### src/rtl/seven_segment_scanner_pkg.sv
// rtl/seven_segment_scanner_pkg.sv - shared constants and types for the 7-segment scanner
package seven_segment_scanner_pkg;

  // All segments dark on an active-low display
  localparam logic [6:0] SEG_OFF = 7'h7F;

  // Segment bit positions within seg
  localparam int SEG_A = 0;
  localparam int SEG_B = 1;
  localparam int SEG_C = 2;
  localparam int SEG_D = 3;
  localparam int SEG_E = 4;
  localparam int SEG_F = 5;
  localparam int SEG_G = 6;

  // Part of a digit slot: leading dead time or visible
  typedef enum logic {
    SLOT_DEAD = 1'b0,
    SLOT_SHOW = 1'b1
  } slot_phase_t;

endpackage

### src/rtl/seven_segment_scanner_if.sv
// rtl/seven_segment_scanner_if.sv - image load and display drive bundle
interface seven_segment_scanner_if #(
  parameter int NUM_DIGITS = 4
);
  logic [4*NUM_DIGITS-1:0] value;
  logic [NUM_DIGITS-1:0]   dp;
  logic [NUM_DIGITS-1:0]   blank;
  logic                    lz_suppress;
  logic                    load;
  logic                    update_pending;
  logic                    frame_tick;
  logic [6:0]              seg;
  logic                    dp_n;
  logic [NUM_DIGITS-1:0]   an;

  modport master (
    output value, dp, blank, lz_suppress, load,
    input  update_pending, frame_tick, seg, dp_n, an
  );

  modport slave (
    input  value, dp, blank, lz_suppress, load,
    output update_pending, frame_tick, seg, dp_n, an
  );
endinterface

### src/rtl/seven_segment_scanner_decoder.sv
// rtl/seven_segment_scanner_decoder.sv - hex nibble to active-low 7-segment pattern
module seven_segment_scanner_decoder
  import seven_segment_scanner_pkg::*;
(
  input  logic [3:0] hex,
  output logic [6:0] seg
);

  // Pure lookup; a lit segment is driven low
  always_comb begin
    seg = SEG_OFF;
    case (hex)
      4'h0: seg = 7'b1000000;
      4'h1: seg = 7'b1111001;
      4'h2: seg = 7'b0100100;
      4'h3: seg = 7'b0110000;
      4'h4: seg = 7'b0011001;
      4'h5: seg = 7'b0010010;
      4'h6: seg = 7'b0000010;
      4'h7: seg = 7'b1111000;
      4'h8: seg = 7'b0000000;
      4'h9: seg = 7'b0010000;
      4'hA: seg = 7'b0001000;
      4'hB: seg = 7'b0000011;
      4'hC: seg = 7'b1000110;
      4'hD: seg = 7'b0100001;
      4'hE: seg = 7'b0000110;
      4'hF: seg = 7'b0001110;
      default: seg = SEG_OFF;
    endcase
  end

endmodule

### src/rtl/seven_segment_scanner.sv
// rtl/seven_segment_scanner.sv - double-buffered multiplexed N-digit 7-segment scanner
module seven_segment_scanner
  import seven_segment_scanner_pkg::*;
#(
  parameter int NUM_DIGITS   = 4,
  parameter int PRESCALE     = 50000,
  parameter int BLANK_CYCLES = 500
) (
  input logic                  clk,
  input logic                  rst_n,
  seven_segment_scanner_if.slave bus
);

  localparam int CW = $clog2(PRESCALE);
  localparam int IW = (NUM_DIGITS > 1) ? $clog2(NUM_DIGITS) : 1;

  if (PRESCALE < 2) begin : g_bad_prescale
    $error("PRESCALE must be at least 2");
  end
  if (BLANK_CYCLES >= PRESCALE) begin : g_bad_blank
    $error("BLANK_CYCLES must be below PRESCALE");
  end
  if (NUM_DIGITS < 1) begin : g_bad_digits
    $error("NUM_DIGITS must be at least 1");
  end

  logic [CW-1:0] count, count_next;
  logic [IW-1:0] idx, idx_next;
  logic          restart;
  logic          frame_start;
  logic          frame_tick_q;

  logic [4*NUM_DIGITS-1:0] act_value, pend_value;
  logic [NUM_DIGITS-1:0]   act_dp, pend_dp;
  logic [NUM_DIGITS-1:0]   act_blank, pend_blank;
  logic                    act_lz, pend_lz;
  logic                    pending_q;

  logic [NUM_DIGITS-1:0]   suppressed;
  logic [3:0]              cur_nib;
  logic [6:0]              dec_seg;
  logic                    lit;
  slot_phase_t             phase;

  logic [NUM_DIGITS-1:0]   an_q;
  logic [6:0]              seg_q;
  logic                    dp_n_q;

  // Next slot position; the first edge after reset re-enters digit 0 so it counts as a frame start
  always_comb begin
    count_next  = count + 1'b1;
    idx_next    = idx;
    frame_start = 1'b0;
    if (restart) begin
      count_next  = '0;
      idx_next    = '0;
      frame_start = 1'b1;
    end else if (count == CW'(PRESCALE - 1)) begin
      count_next = '0;
      if (idx == IW'(NUM_DIGITS - 1)) begin
        idx_next    = '0;
        frame_start = 1'b1;
      end else begin
        idx_next = idx + 1'b1;
      end
    end
  end

  // Prescaler, digit index and frame pulse
  always_ff @(posedge clk) begin
    if (!rst_n) begin
      count        <= '0;
      idx          <= '0;
      restart      <= 1'b1;
      frame_tick_q <= 1'b0;
    end else begin
      count        <= count_next;
      idx          <= idx_next;
      restart      <= 1'b0;
      frame_tick_q <= frame_start;
    end
  end

  // Pending/active images: swap only at frame start, newest load always lands in pending
  always_ff @(posedge clk) begin
    if (!rst_n) begin
      pend_value <= '0;
      pend_dp    <= '0;
      pend_blank <= '0;
      pend_lz    <= 1'b0;
      pending_q  <= 1'b0;
      act_value  <= '0;
      act_dp     <= '0;
      act_blank  <= '1;
      act_lz     <= 1'b0;
    end else begin
      if (frame_start && pending_q) begin
        act_value <= pend_value;
        act_dp    <= pend_dp;
        act_blank <= pend_blank;
        act_lz    <= pend_lz;
      end
      if (bus.load) begin
        pend_value <= bus.value;
        pend_dp    <= bus.dp;
        pend_blank <= bus.blank;
        pend_lz    <= bus.lz_suppress;
        pending_q  <= 1'b1;
      end else if (frame_start) begin
        pending_q <= 1'b0;
      end
    end
  end

  // Leading-zero chain from the top digit down; digit 0 always shows
  always_comb begin
    logic above;
    suppressed = '0;
    above      = act_lz;
    for (int i = NUM_DIGITS - 1; i >= 0; i--) begin
      suppressed[i] = above && (act_value[4*i +: 4] == 4'h0) && !act_dp[i];
      above         = suppressed[i];
    end
    suppressed[0] = 1'b0;
  end

  // Current digit selection and slot phase
  always_comb begin
    cur_nib = act_value[4*int'(idx) +: 4];
    lit     = !(act_blank[idx] || suppressed[idx]);
    phase   = (count < CW'(BLANK_CYCLES)) ? SLOT_DEAD : SLOT_SHOW;
  end

  seven_segment_scanner_decoder u_decoder (
    .hex (cur_nib),
    .seg (dec_seg)
  );

  // Registered display drive; anodes, segments and point always change together
  always_ff @(posedge clk) begin
    if (!rst_n) begin
      an_q   <= '1;
      seg_q  <= SEG_OFF;
      dp_n_q <= 1'b1;
    end else if (phase == SLOT_SHOW && lit) begin
      an_q   <= ~(NUM_DIGITS'(1) << idx);
      seg_q  <= dec_seg;
      dp_n_q <= ~act_dp[idx];
    end else begin
      an_q   <= '1;
      seg_q  <= SEG_OFF;
      dp_n_q <= 1'b1;
    end
  end

  assign bus.an             = an_q;
  assign bus.seg            = seg_q;
  assign bus.dp_n           = dp_n_q;
  assign bus.frame_tick     = frame_tick_q;
  assign bus.update_pending = pending_q;

endmodule
### src/flat_wrapper.sv
// flat-port wrapper written by rule: the top's interface ports become plain ports
module seven_segment_scanner_flat import seven_segment_scanner_pkg::*;
#(
  parameter int NUM_DIGITS   = 4,
  parameter int PRESCALE     = 50000,
  parameter int BLANK_CYCLES = 500
)
  (clk, rst_n, bus_value, bus_dp, bus_blank, bus_lz_suppress, bus_load, bus_update_pending, bus_frame_tick, bus_seg, bus_dp_n, bus_an);
  seven_segment_scanner_if #(.NUM_DIGITS(NUM_DIGITS)) bus_i ();
  input logic clk;
  input logic rst_n;
  input wire logic [$bits(bus_i.value)-1:0] bus_value;
  input wire logic [$bits(bus_i.dp)-1:0] bus_dp;
  input wire logic [$bits(bus_i.blank)-1:0] bus_blank;
  input wire logic [$bits(bus_i.lz_suppress)-1:0] bus_lz_suppress;
  input wire logic [$bits(bus_i.load)-1:0] bus_load;
  output wire logic [$bits(bus_i.update_pending)-1:0] bus_update_pending;
  output wire logic [$bits(bus_i.frame_tick)-1:0] bus_frame_tick;
  output wire logic [$bits(bus_i.seg)-1:0] bus_seg;
  output wire logic [$bits(bus_i.dp_n)-1:0] bus_dp_n;
  output wire logic [$bits(bus_i.an)-1:0] bus_an;
  assign bus_i.value = bus_value;
  assign bus_i.dp = bus_dp;
  assign bus_i.blank = bus_blank;
  assign bus_i.lz_suppress = bus_lz_suppress;
  assign bus_i.load = bus_load;
  assign bus_update_pending = bus_i.update_pending;
  assign bus_frame_tick = bus_i.frame_tick;
  assign bus_seg = bus_i.seg;
  assign bus_dp_n = bus_i.dp_n;
  assign bus_an = bus_i.an;
  seven_segment_scanner #(.NUM_DIGITS(NUM_DIGITS), .PRESCALE(PRESCALE), .BLANK_CYCLES(BLANK_CYCLES)) u_core (.clk(clk), .rst_n(rst_n), .bus(bus_i));
endmodule
### config.mk
export PLATFORM = sky130hd
export DESIGN_NAME = seven_segment_scanner_flat
export DESIGN_NICKNAME = d
export VERILOG_FILES = /design/src/rtl/seven_segment_scanner_pkg.sv /design/src/rtl/seven_segment_scanner_if.sv /design/src/rtl/seven_segment_scanner_decoder.sv /design/src/rtl/seven_segment_scanner.sv /design/src/flat_wrapper.sv
export SDC_FILE = /design/constraint.sdc
export NUM_CORES = 1
export LEC_CHECK = 0
export ABC_AREA = 1
export CORE_UTILIZATION = 34
export DETAILED_ROUTE_END_ITERATION = 10
export DONT_BUFFER_PORTS = 1
export PLACE_DENSITY_LB_ADDON = 0.2
export REMOVE_ABC_BUFFERS = 1
export SYNTH_ARGS = -nofsm -noshare
export SYNTH_HDL_FRONTEND = slang
export SYNTH_SLANG_ARGS = --single-unit
### constraint.sdc
create_clock -name clk -period 2.5 [get_ports clk]
set_clock_uncertainty 0.05 [all_clocks]
set_input_delay 0.25 -clock clk [delete_from_list [all_inputs] [get_ports clk]]
set_output_delay 0.25 -clock clk [all_outputs]
set_load 0.02 [all_outputs]
==> flow_summary.ini <==
[clocking]
hold_buffers = 6
clkLatencyLatePin_ns = 0.35
cts_setup_buffers = 0
clock_path_buffers = 2
cts_tree = yes
cts_resized = 0
root_buffer = clkbuf_8
cts_sinks = 83
h-tree-depth = 3
path_clk_slew_ns = 0.08
cts-buffers-inserted = 9

[yosys]
synth_xor_area_share_pct = 1.17
ys_seq_elements = 83
synth_edf_count = 0
netlist_top_cells_count = nand2_1, dfxtp_1, nor2_1
synth_area_leaders = dfxtp_1, nand2_1, nand3_1
async_flop_share_pct = 0
yosysSeqAreaShare_pct = 44.4
synth_flop_cell = dfxtp_1
synthCells = 512
avgSynthCellArea_um2 = 7.30
ys_warn_count = 0
muxShareOfSynthArea_pct = 0
synth_top_cell_by_area = dfxtp_1
yosysMostFrequentCell = nand2_1
synth_compound_area_share_pct = 13.4
synthAdderAreaFrac_pct = 3.68
synth_top_area_share_pct = 44.4
synth_cell_types = 32
syn_area_um2 = 3740
yosys.area_share.simple_pct = 28.0
synth_top_family_by_area = simple AND/OR/NAND/NOR gates

[setup_path]
timing.rr.end = u_core.bus.seg[0]
end_kind = flip-flop
required_ns = 2.68
critPathMaxFanout = 15
arrival_ns = 2.26
ff2ff_setup_slack_ns = 0.42
start_kind = flip-flop
critical_path.startpoint = u_core.idx[0]
endpoint = u_core.bus.seg[0]
r2r_cells = 9
timing.rr.start = u_core.idx[0]
critPathKind = flip-flop to flip-flop

[pwr]
power.leakage_nw = 1.61
irDropWorstVdd_v = 0.000256
power_density_nw_per_um2 = 630

[routing]
dr.pass1.iters = 4
num_vias = 3056
drc_errors = 0
drtAntennaViolNets = 0
avgViaCountPerCell = 4.70
wl_per_cell_um = 11.7
wl_um = 7610
drt-initial-drc-count = 159

[global_route]
grt_pass1_vias = 2790
grt_overflow = 0
antenna_found_initial = 0
grt_pass1_wl_um = 13100
grtUsageTotal_pct = 14.4
grt_max_degree = 52

[finish]
drive_gt1_share_pct = 8.56
fin_cells = 650
fillers = 1113
synthToLayoutAreaGrowth_pct = 9.03
nNetsFinal = 548
antenna_cells = 0

[floorplanning]
die_area_um2 = 11400
placementRows = 37
initial_core_util_pct = 35.6
fp.dieW_um = 107
fp.dieH_um = 107
io_pins = 42
fp.coreArea_um2 = 10500

[placement]
dpl_worst_slack_ns = 0.444
placed_cells = 628
place_hpwl_um = 5210
io_buffers = 0
gp_congestion = 0.777

[timing]
min_period_over_period_pct = 83.0
tns_ns = 0
rsz0062_at_grt = false
tightest_slew_ns = 0.561
maxSlewViolCount = 0
relSlewSlack_pct = 62.6
fin_crit_ns = 2.08
fmax_mhz = 482
final-hold-violation-count = 0
setup_slack_ns = 0.424
setup_violations = 0

[flow_run]
cap_violations = 0

[hold_path]
worstHoldPathType = input pin to flip-flop

[run_status]
status = finished, final reports clean
## kinds of logic after synthesis
kind of cell,count (synthesis)
AOI/OAI and AO/OA,94
xor gates and xnor gates,5
adders and majority gates,11
buffers and inverters,77
DFF,83
and+or+nand+nor,242
## layout by cell type (no fill, tap or decap), types with 2 or more instances in the layout
| master | synthesis | layout |
|---|---|---|
| nor3_1 | 5 | 5 |
| dfxtp_1 | 83 | 82 |
| o211ai_1 | 3 | 3 |
| nor2_2 | 3 | 3 |
| clkbuf_8 | 0 | 10 |
| a21oi_1 | 46 | 46 |
| nor2_1 | 71 | 71 |
| buf_12 | 0 | 2 |
| inv_1 | 47 | 47 |
| clkinv_2 | 0 | 5 |
| nand2_1 | 89 | 89 |
| inv_2 | 3 | 3 |
| a31oi_1 | 2 | 2 |
| a21oi_2 | 6 | 6 |
| nand3_2 | 2 | 2 |
| buf_4 | 4 | 5 |
| o21ai_0 | 36 | 36 |
| xor2_1 | 4 | 4 |
| dlygate4sd3_1 | 0 | 5 |
| ha_1 | 11 | 11 |
| nand3_1 | 63 | 63 |
| nand2_2 | 3 | 3 |
## critical path: stages (launching register included)
cell and delay, ns:
dfxtp_1 0.54, inv_2 0.20, nand2_1 0.11, nand3_1 0.07
nand2_1 0.21, inv_1 0.09, ha_1 0.21, or2_2 0.31
o211ai_1 0.08, nand3_1 0.09
## stage by stage
step           hold WS [ns]  total power, mW  area (um^2)  util [%]
2_1_floorplan         0.284             1.58         3590         -
5_1_grt             0.00511             2.71         4080      38.8
4_1_cts             0.00258             2.62         4080      38.8
3_3_place_gp          0.297             1.63         3810      36.3
3_5_place_dp          0.302             1.64         3810      36.3
6_report             0.0319             2.57         4080      38.8
## how the worst min path moves through the flow
stage,start,endpoint,slack [ns],cells after the start
final,bus_load,u_core.pend_blank[1],0.03,2
after CTS,bus_load,u_core.pend_blank[1],0.003,2
after floorplan,rst_n,u_core.act_blank[0],0.28,1
after detailed placement,rst_n,u_core.act_blank[0],0.30,1
after global placement,rst_n,u_core.act_blank[1],0.30,1
after global routing,bus_load,u_core.pend_blank[0],0.005,2
## flip-flops by register name (all words and copies together), names as in the netlist
name,cells
u_core.bus.dp_n,1
u_core.pend_dp,4
u_core.pend_value,16
u_core.act_value,16
u_core.count,16
u_core.bus.update_pending,1
u_core.bus.seg,7
u_core.idx,2
u_core.bus.an,4
u_core.bus.frame_tick,1
u_core.act_blank,4
u_core.restart,1
u_core.act_lz,1
u_core.pend_lz,1
u_core.pend_blank,4
u_core.act_dp,4
## layout make-up
class                      instances  area (um^2)  area share (%)
timing repair buffer              12          128            3.13
tap                              136          170            4.17
sequential                        83         1660            40.8
inverter                          51          191            4.69
clock buffer                      10          138            3.38
clock inverter                     6         55.1            1.35
multi-input combinational        352         1730            42.5
## metal layers
| metal | track usage, % | vias to the layer above | part of all wire, % | wire, um |
|---|---|---|---|---|
| met1 | 18.3 | 1358 | 50 | 3770 |
| met3 | 4.44 | 5 | 3.7 | 284 |
| met2 | 22.8 | 41 | 46 | 3480 |
| met5 | 0 | - | 0 | 0 |
| met4 | 5.28 | 0 | 0.96 | 73 |
| li1 | - | 1652 | - | - |
## where the power goes
part	internal, mW	switching, mW	total (mW)
sequential	1.38	0.0368	1.41
combinational	0.0804	0.128	0.209
clock	0.480	0.468	0.948
Power figures use the tool's default switching activity.
